`src/rtl/serial_adder.sv`:
```
// Bit-serial adder: one full-adder cell processes operands LSB first, with the carry
// kept in a flop between cycles; the sum is reassembled in a shift register.

module addbit (
    input  logic i_a,
    input  logic i_b,
    input  logic i_cin,
    output logic o_s,
    output logic o_cout
);
    assign o_s    = i_a ^ i_b ^ i_cin;
    assign o_cout = (i_a & i_b) | (i_a & i_cin) | (i_b & i_cin);
endmodule

module serial_adder #(
    parameter int WIDTH = 8
) (
    input  logic             clk,
    input  logic             rst,
    input  logic             start,
    input  logic [WIDTH-1:0] a,
    input  logic [WIDTH-1:0] b,
    input  logic             cin,
    output logic             busy,
    output logic             done,
    output logic [WIDTH-1:0] sum,
    output logic             cout,
    output logic             ovf
);
    localparam int CNT_W = (WIDTH > 1) ? $clog2(WIDTH) : 1;

    typedef enum logic [1:0] {S_IDLE, S_RUN, S_DONE} state_t;

    state_t             r_state;
    state_t             w_nextState;
    logic [WIDTH-1:0]   r_opA;
    logic [WIDTH-1:0]   r_opB;
    logic [WIDTH-1:0]   r_sumsr;
    logic [CNT_W-1:0]   r_cnt;
    logic               r_carry;
    logic               r_cout;
    logic               r_ovf;
    logic               w_cellS;
    logic               w_cellCout;
    logic               w_lastBit;

    addbit u_addbit (
        .i_a    (r_opA[0]),
        .i_b    (r_opB[0]),
        .i_cin  (r_carry),
        .o_s    (w_cellS),
        .o_cout (w_cellCout)
    );

    assign w_lastBit = (r_cnt == CNT_W'(WIDTH - 1));

    always_comb begin
        w_nextState = r_state;
        case (r_state)
            S_IDLE:  if (start) w_nextState = S_RUN;
            S_RUN:   if (w_lastBit) w_nextState = S_DONE;
            S_DONE:  w_nextState = S_IDLE;
            default: w_nextState = S_IDLE;
        endcase
    end

    always_ff @(posedge clk) begin
        if (rst) r_state <= S_IDLE;
        else     r_state <= w_nextState;
    end

    // At the final bit r_carry still holds the carry into the MSB, so its xor with
    // the cell's carry-out is the signed overflow.
    always_ff @(posedge clk) begin
        if (rst) begin
            r_opA   <= '0;
            r_opB   <= '0;
            r_sumsr <= '0;
            r_cnt   <= '0;
            r_carry <= 1'b0;
            r_cout  <= 1'b0;
            r_ovf   <= 1'b0;
        end else begin
            case (r_state)
                S_IDLE: begin
                    if (start) begin
                        r_opA   <= a;
                        r_opB   <= b;
                        r_carry <= cin;
                        r_cnt   <= '0;
                        r_sumsr <= '0;
                    end
                end
                S_RUN: begin
                    r_sumsr <= {w_cellS, r_sumsr[WIDTH-1:1]};
                    r_opA   <= {1'b0, r_opA[WIDTH-1:1]};
                    r_opB   <= {1'b0, r_opB[WIDTH-1:1]};
                    r_carry <= w_cellCout;
                    r_cnt   <= r_cnt + CNT_W'(1);
                    if (w_lastBit) begin
                        r_cout <= w_cellCout;
                        r_ovf  <= w_cellCout ^ r_carry;
                    end
                end
                default: ;
            endcase
        end
    end

    assign busy = (r_state != S_IDLE);
    assign done = (r_state == S_DONE);
    assign sum  = r_sumsr;
    assign cout = r_cout;
    assign ovf  = r_ovf;
endmodule

```
`config.mk`:
```
export PLATFORM = sky130hd
export DESIGN_NAME = serial_adder
export DESIGN_NICKNAME = d
export VERILOG_FILES = /design/src/rtl/serial_adder.sv
export SDC_FILE = /design/constraint.sdc
export NUM_CORES = 1
export LEC_CHECK = 0
export CAP_MARGIN = 0
export CELL_PAD_IN_SITES_DETAIL_PLACEMENT = 0
export CELL_PAD_IN_SITES_GLOBAL_PLACEMENT = 1
export CORE_ASPECT_RATIO = 2
export CORE_MARGIN = 2
export CORE_UTILIZATION = 25
export DETAILED_ROUTE_END_ITERATION = 16
export GPL_TIMING_DRIVEN = 0
export PLACE_DENSITY_LB_ADDON = 0.05
export SLEW_MARGIN = 20
export SYNTH_ARGS = -nofsm -noshare
export SYNTH_HDL_FRONTEND = slang
export SYNTH_SLANG_ARGS = --single-unit
```
`constraint.sdc`:
```
create_clock -name clk -period 1.8 [get_ports clk]
set_clock_uncertainty 0.05 [all_clocks]
set_input_delay 0.18 -clock clk [delete_from_list [all_inputs] [get_ports clk]]
set_output_delay 0.18 -clock clk [all_outputs]
set_load 0.01 [all_outputs]
```
# Yosys cells after proc, flatten, opt, wreduce, memory -nomap -nowiden
# Cells that the tools add are included.
[totals]
ff_bits = 32
latch_bits = 0
ramBits = 0
rom_bits = 0
inputBits = 20
elab_cells = 41
n_memories = 0
[op_classes]
n_addsub = 1
n_mul = 0
n_div = 0
n_lt_le_gt_ge = 0
eq_ne = 5
n_shift = 0
mux = 13
n_bitwise = 8
reduce_logical = 6
[op_table]
columns = ["op", "count"]
rows = [
  ["one-hot mux 8 bit (2 select lines)", 3],
  ["2-to-1 mux 8 bit", 3],
  ["one-hot mux 3 bit (2 select lines)", 1],
  ["AND reduction 2 bit", 3],
  ["2-to-1 mux 2 bit", 2],
  ["!= test 2 bit (second input constant)", 2],
  ["one-hot mux 2 bit (2 select lines)", 1],
  ["nonzero test 2 bit", 2],
  ["adder 3 x 1 -> 3 bit (second input constant)", 1],
  ["bitwise AND 1 bit", 3],
  ["== test 3 bit (second input constant)", 1],
  ["2-to-1 mux 3 bit", 1],
  ["XOR 1 bit", 3],
  ["== test 2 x 1 -> 1 bit (second input constant)", 1],
  ["== test 2 bit (second input constant)", 1],
  ["zero test 2 bit", 1],
  ["bitwise OR 1 bit", 2],
  ["one-hot mux 1 bit (2 select lines)", 1],
  ["2-to-1 mux 1 bit", 1],
]

# Logic depth before layout (Yosys ltp)
# Gate-level depths: netlist of run 1.
[depth]
ltp_word = 4
depth_mapped = 5

# By module
# Synthesis of run 1 repeated with hierarchy kept, for this count alone.
[unflattened]
hier_cells = 142
hier_area_um2 = 1371.3
[by_module_without_submodules]
columns = ["module", "n_inst", "cells_each", "area_each_um2", "seq_area_each_um2"]
rows = [
  ["serial_adder", 1, 141, 1351.3, 640.6],
  ["addbit", 1, 1, 20.0, 0.0],
]

# Least setup slack after synthesis of run 1
# Ideal clock, no wire load.
[synth_timing]
path_kind = "register -> register"
startpoint = "register r_carry"
endpoint = "register r_ovf, in the netlist ovf"
setup_ps = 71
t_arrival_ps = 1205
setup_slack_ps = 475
path_stages_with_launch = 6
path_buffers = 0
synth_period_minus_slack_ps = 1325
cell_sequence = "dfxtp_1 inv_1 fa_1 xnor2_1 nand3_1 a21oi_1"
[synth_between]
elab_chain_len = 4
elab_cells_between_ends = 5
classes_between = "bitwise: 5"
[synth_lines]
columns = ["item", "line_no", "source"]
rows = [
  ["start: declaration", "40", "logic r_carry;"],
  ["start signal: assignment", "89", "r_carry <= cin;"],
  ["start signal: assignment", "98", "r_carry <= w_cellCout;"],
  ["bitwise AND 1 bit", "12", "assign o_cout = (i_a & i_b) | (i_a & i_cin) | (i_b & i_cin);"],
  ["bitwise OR 1 bit (2 in a row)", "12", ""],
  ["XOR 1 bit *", "102", "r_ovf <= w_cellCout ^ r_carry;"],
  ["end signal: assignment", "102", ""],
  ["end: declaration", "42", "logic r_ovf;"],
]
# Every way passes the cells marked *; elsewhere a longest branch is shown, timed or not.
# A chain may end at the register's enable or synchronous reset.

# Worst setup path in the final report of run 1
[layout_timing]
startpoint = "register r_state[0]"
endpoint = "output busy"
[layout_between]
elab_chain_len = 1
[layout_lines]
columns = ["item", "line_no", "source"]
rows = [
  ["start: declaration", "34", "state_t r_state;"],
  ["start signal: assignment", "69", "else r_state <= w_nextState;"],
  ["nonzero test 2 bit", "110", "assign busy = (r_state != S_IDLE);"],
  ["end: declaration", "24", "output logic busy,"],
]
# Every way passes these cells.

==> reports/qor_table.md, run 1 <==
| Stage | Metric | Reported |
|:---|:---|:---|
| run status | Status | complete, no violations |
| synth | Post-synthesis sequential element count | 32 |
| timing | Period utilisation layout | 92.4% |
| worst hold path | Type of the most critical hold path | flip-flop to flip-flop |
| clocking | Number of clock buffers inserted by TritonCTS | 5 |
| synth | Synthesized instance count | 136 |
| floorplan | FP Rows | 37 |
| clocking | Clock latency on the worst-skew pair | 280 ps |
| timing | Setup Viol. Count Final | 0 |
| synth | Mux cell area share after synthesis | 0.761% |
| timing | Crit path time final | 1660 ps |
| power and ir drop | Power per Cell Area | 867 nW/um^2 |
| clocking | CTS tree | built |
| power and ir drop | Pint | 0.00117 W |
| run | Number of max-cap violations | 0 |
| clocking | Clock tree root buffer cell | sky130_fd_sc_hd__clkbuf_8 |
| finish | Commonest cells after routing, fill and taps aside | 31 x sky130_fd_sc_hd__dfxtp_1, 31 x sky130_fd_sc_hd__clkdlybuf4s50_1, 19 x sky130_fd_sc_hd__inv_1 |
| synth | Number of enable-type register cells in the synthesized netlist | 0 |
| timing | Final slew viol count | 0 |
| synth | Main combinational cell family by area after synthesis | compound AO/OA/AOI/OAI gates |
| place | Detail Placement HPWL | 2460 um |
| synth | Primary flip-flop cell chosen by synthesis mapping | sky130_fd_sc_hd__dfxtp_1 |
| drt | Residual DRC count | 0 |
| synth | Count of different cell masters after synthesis | 24 |
| synth | Register area share after synthesis | 48.7% |
| global routing | Number of antenna violations at the first check in global routing | 0 |
| finish | Diode insertion count for antenna repair | 0 |
| floorplan | Starting density of the core | 25.8% |
| timing | Slew @ Worst Pin | 479 ps |
| power and ir drop | Switching power total | 0.000387 W |
| drt | Violation count after the first detailed-routing iteration | 29 |
| timing | Unrepaired setup endpoints after global routing | no |
| drt | Routed vias | 1,102 |
| finish | Combined area of the multi-input logic cells | 546 sq um |
| synth | Average instance area after synthesis | 9.67 sq um |
| power and ir drop | Worst vdd ir | 0.578 mV |
| finish | Total non-filler cell area in the finished layout | 1790 sq um |
| power and ir drop | Cell leakage power | 0.693 nW |
| place | Final weighted congestion of routability-driven global placement | 0.693 |
| finish | Post-synthesis to final-layout area growth | 36.3% |
| drt | Via density per instance | 4.73 |
| finish | Fraction of final layout cells sized beyond drive strength 1 | 18.3% |
| clocking | Total number of clock tree sinks | 32 |
| drt | Total Wirelength | 3270 um |
| power and ir drop | Portion of total power attributed to combinational logic | 13.7% |
| worst setup path | Worst endpoint required time | 1570 ps |
| global routing | Global-route wire length before repair | 5460 um |
| global routing | Vias in the first global route | 1,156 |
| global routing | Congestion Overflow GR | 0 |
| drt | Remaining antenna violation count after routing | 0 |
| place | Port-buffer cells | 31 |
| timing | Hold slack | 401 ps |
| clocking | Longest Clk Path Bufs | 2 |
| synth | Xor and xnor area share after synthesis | 0.666% |
| global routing | Total Routing Usage GR | 12.1% |
| timing | Post-route setup TNS | 0 ps |
| timing | Fin. Hold Viols | 0 |
| place | Worst slack after detailed placement | 166 ps |
| synth | Share of flip-flops with an asynchronous set or reset | 0% |
| worst setup path | Critical-path maximum fanout | 8 |
| power and ir drop | Switching Fraction | 24.9% |
| worst setup path | Critical path data arrival time | 1430 ps |
| synth | Yosys warnings | 0 |
| floorplan | Number of top-level pins | 32 |
| finish | Utilization of the core after routing | 35.2% |
| clocking | Post-CTS clock slew at the launch and capture registers of the worst setup and hold paths | 70 ps |
| floorplan | CORE AREA | 5090 sq um |
| synth | Mapped Area | 1320 sq um |
| timing | FMAX | 0.601 GHz |
| worst setup path | Critical path start-end classification | flip-flop to primary output |
| worst setup path | Crit. End Element | primary output |
| power and ir drop | Clock power share | 36.7% |
| synth | Simple-Gate Fraction of Synth Area | 8.66% |
| synth | Compound-gate portion of the synthesized area | 28.0% |
| drt | First-pass DRT Iterations | 4 |
| floorplan | Die span in y | 107 um |
| finish | # fillers | 549 |
| finish | Reg area | 642 sq um |
| drt | Routed WL per cell | 14.0 um |
| timing | Relative slew slack | 68.0% |
| global routing | Pin count of the biggest net entering global routing | 11 |
| power and ir drop | Sequential group share of total power | 49.7% |
| clocking | Hold buffers post-CTS | 0 |
| timing | Crit path setup slack, layout | 137 ps |
| clocking | H-Tree Level Count | 2 |
| synth | Synthesized Nets | 159 |
| floorplan | Die width | 55.3 um |
| finish | Net count of the finished layout | 197 |
| synth | Post-synthesis adder-cell area fraction | 3.43% |
| floorplan | Die Outline Area | 5890 sq um |
| place | Placed standard-cell area | 1700 sq um |
| worst setup path | Critical path startpoint category | flip-flop |
power groups by stage:
stage / Sequential (W) / Combinational, W / Clock (W)
global placement: 0.000786 / 0.000213 / 0
CTS: 0.000771 / 0.000218 / 0.000601
detailed placement: 0.000787 / 0.000217 / 0
finish: 0.000772 / 0.000213 / 0.000570
floorplan: 0.000782 / 0.000129 / 0
global route: 0.000776 / 0.000238 / 0.000630
Yosys cell counts (all sizes together) (2+ instances only):
cell type,n,area share (%)
dfxtp,32,49
inv,19,5.4
a21oi,17,6.5
nor2,17,5.0
o221a,15,13
a22oi,12,6.9
buf,6,3.5
clkbuf,3,0.86
ha,2,1.9
nand2,2,0.57
nor2b,2,1.5
worst paths after layout:
path	from	endpoint	slack, ps	depth (start not counted)
worst max-delay path	r_state[0]	busy	140	3
worst max register to register	r_carry	ovf	340	5
worst min register to register	ovf	ovf	400	2
worst min-delay path	ovf	ovf	400	2
repair_timing:
action                     in CTS  in global routing
setup endpoints to repair       0                  1
setup buffers                   0                  0
gates resized for setup         0                  1
layout make-up:
| type | count | area share, % |
|---|---|---|
| clock inverters | 2 | 0.559 |
| well taps | 58 | 4.05 |
| inverters | 19 | 3.98 |
| repair buffers | 31 | 17.3 |
| multi-input cells | 76 | 30.4 |
| flip-flops and latches | 32 | 35.8 |
| clock buffers | 6 | 4.61 |
| plain buffers | 9 | 3.21 |
through the flow:
stage | std cells | power (W)
2_1_floorplan | 136 | 0.000912
3_3_place_gp | 225 | 0.000999
3_5_place_dp | 225 | 0.00100
4_1_cts | 233 | 0.00159
5_1_grt | 233 | 0.00164
6_report | 233 | 0.00155
worst max-delay path, cell delays in order (launching register included):
cell	delay, ps
sky130_fd_sc_hd__dfxtp_1	470
sky130_fd_sc_hd__nor2_1	90
sky130_fd_sc_hd__inv_1	70
sky130_fd_sc_hd__clkdlybuf4s50_1	520
cell families (layout without fill, tap and decap cells):
logic type                 Yosys count  after routing
muxes                                1              1
DFF                                 32             32
AOI/OAI and AO/OA                   47             47
adders and majority gates            3              3
and+or+nand+nor                     24             24
buffers and inverters               28             67
xor gates and xnor gates             1              1
routing by layer:
metal / global-route usage, % / vias up / share of wire [%] / wire length [um]
li1: - / 558 / - / -
met1: 12.2 / 512 / 39 / 1270
met2: 22.4 / 25 / 55 / 1810
met3: 2.55 / 7 / 3.6 / 117
met4: 6.27 / 0 / 2.2 / 73
met5: 0 / - / 0 / 0
flip-flops by register name, summed over array words and instances, names as in the netlist:
name and flops:
cout 1, ovf 1, r_carry 1, r_cnt 3, r_opA 8, r_opB 8, r_state 2, sum 8
(Power assumes the default switching activity.)
==> run 2, diff against run 1 <==
--- a/config.mk
+++ b/config.mk
@@ -13,7 +13,7 @@
 export CORE_UTILIZATION = 25
 export DETAILED_ROUTE_END_ITERATION = 16
 export GPL_TIMING_DRIVEN = 0
-export PLACE_DENSITY_LB_ADDON = 0.05
+export PLACE_DENSITY_LB_ADDON = 0.25
 export SLEW_MARGIN = 20
 export SYNTH_ARGS = -nofsm -noshare
 export SYNTH_HDL_FRONTEND = slang
==> run 2 against run 1 <==
Clock power decreased by 0.7%. Wire length decreased by 4.9%. Global-route usage decreased by 0.47 points. Combinational power about the same. Total power decreased by 0.36%. Via count increased by 1.5%. Non-clock buffer count unchanged. Design area unchanged. Flip-flop and latch count unchanged. Critical path depth unchanged. Worst hold slack improved by 3.7 ps. Critical endpoint unchanged. Largest power group unchanged.
==> reports/qor_table.md, run 2 (synthesis gave the netlist of run 1 again) <==
| Stage | Metric | Reported | vs previous |
|:---|:---|:---|:---|
| drt | Routed vias | 1,119 | was 1,102 |
| floorplan | Starting density of the core | 25.8% | unchanged |
| place | Final weighted congestion of routability-driven global placement | 0.721 | was 0.693 |
| power and ir drop | Clock power share | 36.5% | was 36.7% |
| place | Port-buffer cells | 31 | unchanged |
| power and ir drop | Sequential group share of total power | 49.9% | was 49.7% |
| global routing | Pin count of the biggest net entering global routing | 11 | unchanged |
| worst setup path | Worst Setup SP | r_state[0] | unchanged |
| worst setup path | R2r setup slk | 350 ps | was 340 ps |
| clocking | Longest Clk Path Bufs | 2 | unchanged |
| finish | Final std cells w/o fill | 233 | unchanged |
| floorplan | Die Outline Area | 5890 sq um | unchanged |
| power and ir drop | Cell leakage power | 0.693 nW | unchanged |
| floorplan | Number of top-level pins | 32 | unchanged |
| finish | Reg area | 642 sq um | unchanged |
| clocking | H-Tree Level Count | 2 | unchanged |
| clocking | CTS tree | built | unchanged |
| floorplan | CORE AREA | 5090 sq um | unchanged |
| global routing | Vias in the first global route | 1,160 | was 1,156 |
| drt | Routed WL per cell | 13.3 um | was 14.0 um |
| drt | Routed met1 length | 1230 um | was 1270 um |
| worst setup path | Destination of the worst register-to-register timing path | ovf | unchanged |
| place | Placed standard-cell area | 1700 sq um | unchanged |
| finish | Commonest cells after routing, fill and taps aside | 31 x sky130_fd_sc_hd__dfxtp_1, 31 x sky130_fd_sc_hd__clkdlybuf4s50_1, 19 x sky130_fd_sc_hd__inv_1 | unchanged |
| worst setup path | Critical-path maximum fanout | 8 | unchanged |
| timing | Unrepaired setup endpoints after global routing | no | unchanged |
| power and ir drop | Switching Fraction | 24.6% | was 24.9% |
| worst setup path | Critical path data arrival time | 1450 ps | was 1430 ps |
| clocking | Total number of clock tree sinks | 32 | unchanged |
| worst setup path | Cell at the slowest stage of the critical path | sky130_fd_sc_hd__clkdlybuf4s50_1 | unchanged |
| power and ir drop | Power per Cell Area | 864 nW/um^2 | was 867 nW/um^2 |
| timing | Crit path time final | 1680 ps | was 1660 ps |
| drt | Total Wirelength | 3110 um | was 3270 um |
| floorplan | Die width | 55.3 um | unchanged |
| global routing | Global-route wire length before repair | 5330 um | was 5460 um |
| timing | Period utilisation layout | 93.3% | was 92.4% |
| place | Detail Placement HPWL | 2310 um | was 2460 um |
| timing | FMAX | 0.595 GHz | was 0.601 GHz |
| timing | Fin. Hold Viols | 0 | unchanged |
| worst setup path | Count of cells along the worst register-to-register path | 5 | unchanged |
| drt | Residual DRC count | 0 | unchanged |
| drt | First-pass DRT Iterations | 4 | unchanged |
| worst hold path | Type of the most critical hold path | flip-flop to flip-flop | unchanged |
| finish | Net count of the finished layout | 197 | unchanged |
| worst setup path | Critical path start-end classification | flip-flop to primary output | unchanged |
| worst setup path | Crit. End Element | primary output | unchanged |
| power and ir drop | Pint | 0.00117 W | about the same |
| worst setup path | Sequence of cells on the critical path | nor2_1, inv_1, clkdlybuf4s50_1 | unchanged |
| drt | Violation count after the first detailed-routing iteration | 30 | was 29 |
| finish | Fraction of final layout cells sized beyond drive strength 1 | 18.3% | unchanged |
| drt | Total met3 wirelength after detailed routing | 141 um | was 117 um |
| power and ir drop | Post-layout total power | 0.00155 W | about the same |
| drt | Remaining antenna violation count after routing | 0 | unchanged |
| finish | Combined area of the multi-input logic cells | 546 sq um | unchanged |
| clocking | Post-CTS clock slew at the launch and capture registers of the worst setup and hold paths | 70 ps | about the same |
| finish | Utilization of the core after routing | 35.2% | unchanged |
| worst setup path | Critical path startpoint category | flip-flop | unchanged |
| timing | Setup Viol. Count Final | 0 | unchanged |
| worst setup path | Termination of the worst setup path | busy | unchanged |
| clocking | Clock latency on the worst-skew pair | 280 ps | about the same |
| global routing | Number of antenna violations at the first check in global routing | 0 | unchanged |
| floorplan | Die span in y | 107 um | unchanged |
| power and ir drop | Portion of total power attributed to combinational logic | 13.6% | was 13.7% |
| finish | Diode insertion count for antenna repair | 0 | unchanged |
| timing | Post-route setup TNS | 0 ps | unchanged |
| place | Count of placed standard cells including taps | 225 | unchanged |
| clocking | Clock tree root buffer cell | sky130_fd_sc_hd__clkbuf_8 | unchanged |
| worst setup path | Maximum cell stage delay along the critical path | 520 ps | about the same |
| drt | Met2 routed wirelength | 1660 um | was 1810 um |
| timing | Slew @ Worst Pin | 482 ps | was 479 ps |
| drt | Via density per instance | 4.80 | was 4.73 |
| global routing | Congestion Overflow GR | 0 | unchanged |
| finish | Total non-filler cell area in the finished layout | 1790 sq um | unchanged |
| power and ir drop | Switching power total | 0.000382 W | was 0.000387 W |
| clocking | Setup Buffers After CTS | 0 | unchanged |
| worst setup path | R2r startpoint | r_carry | unchanged |
| finish | Post-synthesis to final-layout area growth | 36.3% | unchanged |
| finish | # fillers | 560 | was 549 |
| worst setup path | Worst endpoint required time | 1570 ps | about the same |
| run status | Status | complete, no violations | unchanged |
| drt | Uppermost signal routing layer after detailed routing | met4 | unchanged |
| power and ir drop | Worst vdd ir | 0.491 mV | was 0.578 mV |
| clocking | Number of clock buffers inserted by TritonCTS | 5 | unchanged |
| run | Number of max-cap violations | 0 | unchanged |
| global routing | Total Routing Usage GR | 11.6% | was 12.1% |
| timing | Final slew viol count | 0 | unchanged |
| timing | Relative slew slack | 67.9% | was 68.0% |
| floorplan | FP Rows | 37 | unchanged |
[run 2: cell counts in the layout (fill, tap and decap cells not counted)]
No cell type changed its count.
[run 2: repair_timing]
action                                  4_1_cts  5_1_grt
endpoints found under the setup margin        0        1
hold buffers                                  0        0
gates resized for setup                       0        1
[run 2: layer usage]
layer  track usage (%)  up-vias
li1                  -      556
met1              11.2      526
met2              21.4       31
met3              3.16        6
met4              6.45        0
met5                 0        -
[run 2: critical path, delay by kind of cell (launching register included)]
kind / cells / cell delay, ps
DFF: 1 / 480
buffers and inverters: 2 / 590
and+or+nand+nor: 1 / 100
[run 2: area by class of cell]
class	instances	share of cell area, %
Sequential cell	32	35.8
Multi-Input combinational cell	76	30.4
Timing Repair Buffer	31	17.3
Clock buffer	6	4.61
Tap cell	58	4.05
Inverter	19	3.98
Buffer	9	3.21
Clock inverter	2	0.559
[run 2: power groups by stage]
stage | Sequential, W | Combinational (W) | Clock, W
after floorplan | 0.000782 | 0.000129 | 0
after CTS | 0.000772 | 0.000214 | 0.000589
final | 0.000772 | 0.000211 | 0.000566
after global routing | 0.000776 | 0.000235 | 0.000621
after detailed placement | 0.000788 | 0.000212 | 0
after global placement | 0.000786 | 0.000209 | 0
[run 2: worst min path at each step]
stage,startpoint,to,slack [ps],cells after the start
global placement,ovf,ovf,400,2
finish,ovf,ovf,410,2
detailed placement,ovf,ovf,400,2
CTS,ovf,ovf,410,2
global route,ovf,ovf,440,2
floorplan,a[7],r_opA[7],280,2
[run 2: per-stage QoR]
| step | hold slack (ps) | setup slack [ps] |
|---|---|---|
| finish | 405 | 120 |
| global route | 445 | 56.3 |
| CTS | 414 | 32.5 |
| detailed placement | 404 | 191 |
| global placement | 397 | 211 |
| floorplan | 278 | 475 |
==> run 3, diff against run 2 <==
--- a/config.mk
+++ b/config.mk
@@ -5,6 +5,7 @@
 export SDC_FILE = /design/constraint.sdc
 export NUM_CORES = 1
 export LEC_CHECK = 0
+export ABC_AREA = 1
 export CAP_MARGIN = 0
 export CELL_PAD_IN_SITES_DETAIL_PLACEMENT = 0
 export CELL_PAD_IN_SITES_GLOBAL_PLACEMENT = 1
==> run 3 against run 2 <==
The flow now finishes with violations (DRC). Final cell count increased by 42%. Register-to-register slack improved by 40 ps. Synthesized cell count increased by 71%. Global-route usage increased by 0.74 points. Design area increased by 14%. Worst hold slack improved by 12 ps. Critical path depth increased by 1. Combinational power increased by 24%. Critical endpoint unchanged. Largest cell class is now multi-input gates. Largest power group is now clock.
==> reports/qor_table.md, run 3 <==
| Stage | Metric | Reported | vs previous |
|:---|:---|:---|:---|
| synth | Synthesized Nets | 255 | was 159 |
| floorplan | Die Outline Area | 6660 sq um | was 5890 sq um |
| timing | Fin. Hold Viols | 0 | unchanged |
| run status | Violations in the final reports | DRC |  |
| synth | Most instantiated library cell after synthesis | sky130_fd_sc_hd__nand2_1 | was sky130_fd_sc_hd__dfxtp_1 |
| worst setup path | Worst endpoint required time | 1570 ps | about the same |
| place | Final weighted congestion of routability-driven global placement | 0.700 | was 0.721 |
| timing | Setup Viol. Count Final | 0 | unchanged |
| clocking | H-Tree Level Count | 2 | unchanged |
| drt | Violation count after the first detailed-routing iteration | 23 | was 30 |
| place | Detail Placement HPWL | 2710 um | was 2310 um |
| floorplan | FP Rows | 39 | was 37 |
| synth | Number of enable-type register cells in the synthesized netlist | 0 | unchanged |
| clocking | Clock latency on the worst-skew pair | 280 ps | about the same |
| power and ir drop | Switching Fraction | 23.4% | was 24.6% |
| worst hold path | Type of the most critical hold path | flip-flop to flip-flop | unchanged |
| power and ir drop | Power per Cell Area | 966 nW/um^2 | was 864 nW/um^2 |
| synth | Cell taking the most area after synthesis | sky130_fd_sc_hd__dfxtp_1 | unchanged |
| drt | Routed WL per cell | 11.2 um | was 13.3 um |
| finish | Fraction of final layout cells sized beyond drive strength 1 | 7.38% | was 18.3% |
| clocking | CTS tree | built | unchanged |
| finish | Net count of the finished layout | 293 | was 197 |
| synth | Average instance area after synthesis | 6.46 sq um | was 9.67 sq um |
| synth | Area share of the leading cell type in the synthesized netlist | 42.8% | was 48.7% |
| global routing | Total Routing Usage GR | 12.3% | was 11.6% |
| worst setup path | Critical path startpoint category | flip-flop | unchanged |
| power and ir drop | Clock power share | 48.2% | was 36.5% |
| worst setup path | Sequence of cells on the critical path | buf_4, nor2_2, inv_1, clkdlybuf4s50_1 | was nor2_1, inv_1, clkdlybuf4s50_1 |
| drt | Routed vias | 1,416 | was 1,119 |
| worst setup path | Critical-path maximum fanout | 10 | was 8 |
| finish | Post-synthesis to final-layout area growth | 36.8% | was 36.3% |
| synth | Cells taking the most area after synthesis | sky130_fd_sc_hd__dfxtp_1 43%, sky130_fd_sc_hd__nand2_1 21%, sky130_fd_sc_hd__inv_1 9.5% | was sky130_fd_sc_hd__dfxtp_1 49%, sky130_fd_sc_hd__o221a_2 13%, sky130_fd_sc_hd__a22oi_1 6.9% |
| clocking | Clock tree root buffer cell | sky130_fd_sc_hd__clkbuf_16 | was sky130_fd_sc_hd__clkbuf_8 |
| synth | Register area share after synthesis | 42.8% | was 48.7% |
| synth | Most frequent cells after synthesis | 85 x sky130_fd_sc_hd__nand2_1, 38 x sky130_fd_sc_hd__inv_1, 32 x sky130_fd_sc_hd__dfxtp_1 | was 32 x sky130_fd_sc_hd__dfxtp_1, 19 x sky130_fd_sc_hd__inv_1, 17 x sky130_fd_sc_hd__a21oi_1 |
| timing | FMAX | 0.583 GHz | was 0.595 GHz |
| timing | Slew @ Worst Pin | 447 ps | was 482 ps |
| drt | Via density per instance | 4.27 | was 4.80 |
| synth | Post-synthesis sequential element count | 32 | unchanged |
| finish | Diode insertion count for antenna repair | 0 | unchanged |
| floorplan | Die span in y | 113 um | was 107 um |
| synth | Primary flip-flop cell chosen by synthesis mapping | sky130_fd_sc_hd__dfxtp_1 | unchanged |
| timing | Final slew viol count | 0 | unchanged |
| power and ir drop | Post-layout total power | 0.00198 W | was 0.00155 W |
| drt | Residual DRC count | 1 | was 0 |
| clocking | Post-CTS clock slew at the launch and capture registers of the worst setup and hold paths | 50 ps | was 70 ps |
| clocking | Total number of clock tree sinks | 32 | unchanged |
| timing | Period utilisation layout | 95.3% | was 93.3% |
| global routing | Congestion Overflow GR | 0 | unchanged |
| power and ir drop | Pint | 0.00152 W | was 0.00117 W |
| global routing | Pin count of the biggest net entering global routing | 11 | unchanged |
| power and ir drop | Worst vdd ir | 0.640 mV | was 0.491 mV |
| floorplan | Die width | 58.7 um | was 55.3 um |
| place | Port-buffer cells | 31 | unchanged |
| synth | Yosys warnings | 0 | unchanged |
| clocking | Number of clock buffers inserted by TritonCTS | 5 | unchanged |
| power and ir drop | Cell leakage power | 0.967 nW | was 0.693 nW |
| drt | Remaining antenna violation count after routing | 0 | unchanged |
| worst setup path | Maximum cell stage delay along the critical path | 520 ps | about the same |
| timing | Hold slack | 418 ps | was 405 ps |
| floorplan | Number of top-level pins | 32 | unchanged |
| global routing | Number of antenna violations at the first check in global routing | 0 | unchanged |
| synth | Mapped Area | 1500 sq um | was 1320 sq um |
| clocking | Longest Clk Path Bufs | 2 | unchanged |
| floorplan | Starting density of the core | 26.0% | was 25.8% |
| timing | Relative slew slack | 70.2% | was 67.9% |
| power and ir drop | Switching power total | 0.000462 W | was 0.000382 W |
| timing | Crit path time final | 1710 ps | was 1680 ps |
| synth | Share of flip-flops with an asynchronous set or reset | 0% | unchanged |
| floorplan | CORE AREA | 5760 sq um | was 5090 sq um |
| finish | Commonest cells after routing, fill and taps aside | 85 x sky130_fd_sc_hd__nand2_1, 38 x sky130_fd_sc_hd__inv_1, 32 x sky130_fd_sc_hd__dfxtp_1 | was 31 x sky130_fd_sc_hd__dfxtp_1, 31 x sky130_fd_sc_hd__clkdlybuf4s50_1, 19 x sky130_fd_sc_hd__inv_1 |
| worst setup path | Critical path data arrival time | 1480 ps | was 1450 ps |
| synth | Synthesized instance count | 232 | was 136 |
| run | Number of max-cap violations | 0 | unchanged |
| worst setup path | Critical path start-end classification | flip-flop to primary output | unchanged |
| worst setup path | Crit. End Element | primary output | unchanged |
| drt | Total Wirelength | 3720 um | was 3110 um |
| run status | Status | finished with violations | was complete, no violations |
| power and ir drop | Portion of total power attributed to combinational logic | 13.2% | was 13.6% |
| finish | Most frequent standard cell in the layout excluding fill and tap cells | sky130_fd_sc_hd__nand2_1 |  |
| worst setup path | Cell at the slowest stage of the critical path | sky130_fd_sc_hd__clkdlybuf4s50_1 | unchanged |
| synth | Count of different cell masters after synthesis | 18 | was 24 |
| global routing | Vias in the first global route | 1,358 | was 1,160 |
| finish | Utilization of the core after routing | 35.6% | was 35.2% |
| global routing | Global-route wire length before repair | 6150 um | was 5330 um |
| drt | First-pass DRT Iterations | 10 | was 4 |
| power and ir drop | Sequential group share of total power | 38.6% | was 49.9% |
| clocking | Setup Buffers After CTS | 0 | unchanged |
==> run 3: changes by cell type in the layout (fill, tap and decap cells not counted), sizes merged, moves of 2 or more <==
| cell | change |
|---|---|
| nand3 | +2 |
| a22oi | -12 |
| nor2 | +9 |
| o21ai | +3 |
| clkbuf | -2 |
| buf | +3 |
| inv | +21 |
| o221a | -15 |
| nor2b | -2 |
| nand2 | +83 |
| a21oi | +9 |
==> run 3: worst max-delay path: cells and delay by family (launching register included) <==
| kind | cells | cell delay, ps |
|---|---|---|
| AND/OR/NAND/NOR | 1 | 70 |
| buffers and inverters | 3 | 780 |
| flip-flops | 1 | 360 |
==> run 3: cell families after synthesis <==
family / share of synthesized area [%]
xor gates and xnor gates: 0.585
and+or+nand+nor: 29.7
adders and majority gates: 3.01
DFF: 42.8
AOI/OAI and AO/OA: 9.94
buffers and inverters: 14.0
==> run 3: path summary, 6_finish.rpt <==
| check | cells past startpoint | start | end | slack (ps) |
|---|---|---|---|---|
| setup / recovery | 4 | r_state[0] | busy | 90 |
| hold reg to reg | 2 | r_cnt[1] | r_cnt[1] | 420 |
| hold / removal | 2 | r_cnt[1] | r_cnt[1] | 420 |
| setup reg to reg | 7 | r_cnt[0] | ovf | 390 |
==> run 3: per-stage QoR <==
| step | area (sq um) | setup slack, ps | setup TNS (ps) | std cells |
|---|---|---|---|---|
| 5_1_grt | 2050 | -0.551 | -0.551 | 332 |
| 6_report | 2050 | 85.4 | 0 | 332 |
| 3_3_place_gp | 1880 | 63.0 | 0 | 324 |
| 2_1_floorplan | 1500 | 539 | 0 | 232 |
| 3_5_place_dp | 1880 | 65.5 | 0 | 324 |
| 4_1_cts | 2050 | 35.5 | 0 | 332 |
==> run 3: cell type report <==
cell class	count	area [sq um]
inverters	41	154
clock buffers	6	129
fillers	669	3710
multi-input cells	149	649
repair buffers	31	309
clock inverters	2	35.0
well taps	61	76.3
plain buffers	10	56.3
flip-flops and latches	32	641
==> run 3: layer usage <==
metal / global-route usage [%] / share of wire (%)
met4: 6.67 / 2.2
met5: 0 / 0
met2: 21.3 / 53
met1: 13.3 / 41
met3: 2.95 / 3.8
==> run 3: repair_timing <==
action                                  4_1_cts  5_1_grt
resized for setup                             1        1
gates cloned                                  0        0
endpoints found under the hold margin         0        0
hold buffers                                  0        0
endpoints found under the setup margin        1        1
==> run 3: power by group through the flow <==
stage	registers, W	clock network [W]	logic (W)
after global placement	0.000778	0	0.000265
after global routing	0.000768	0.000997	0.000305
after floorplan	0.000777	0	0.000167
after CTS	0.000764	0.000977	0.000267
final	0.000764	0.000953	0.000261
after detailed placement	0.000779	0	0.000265
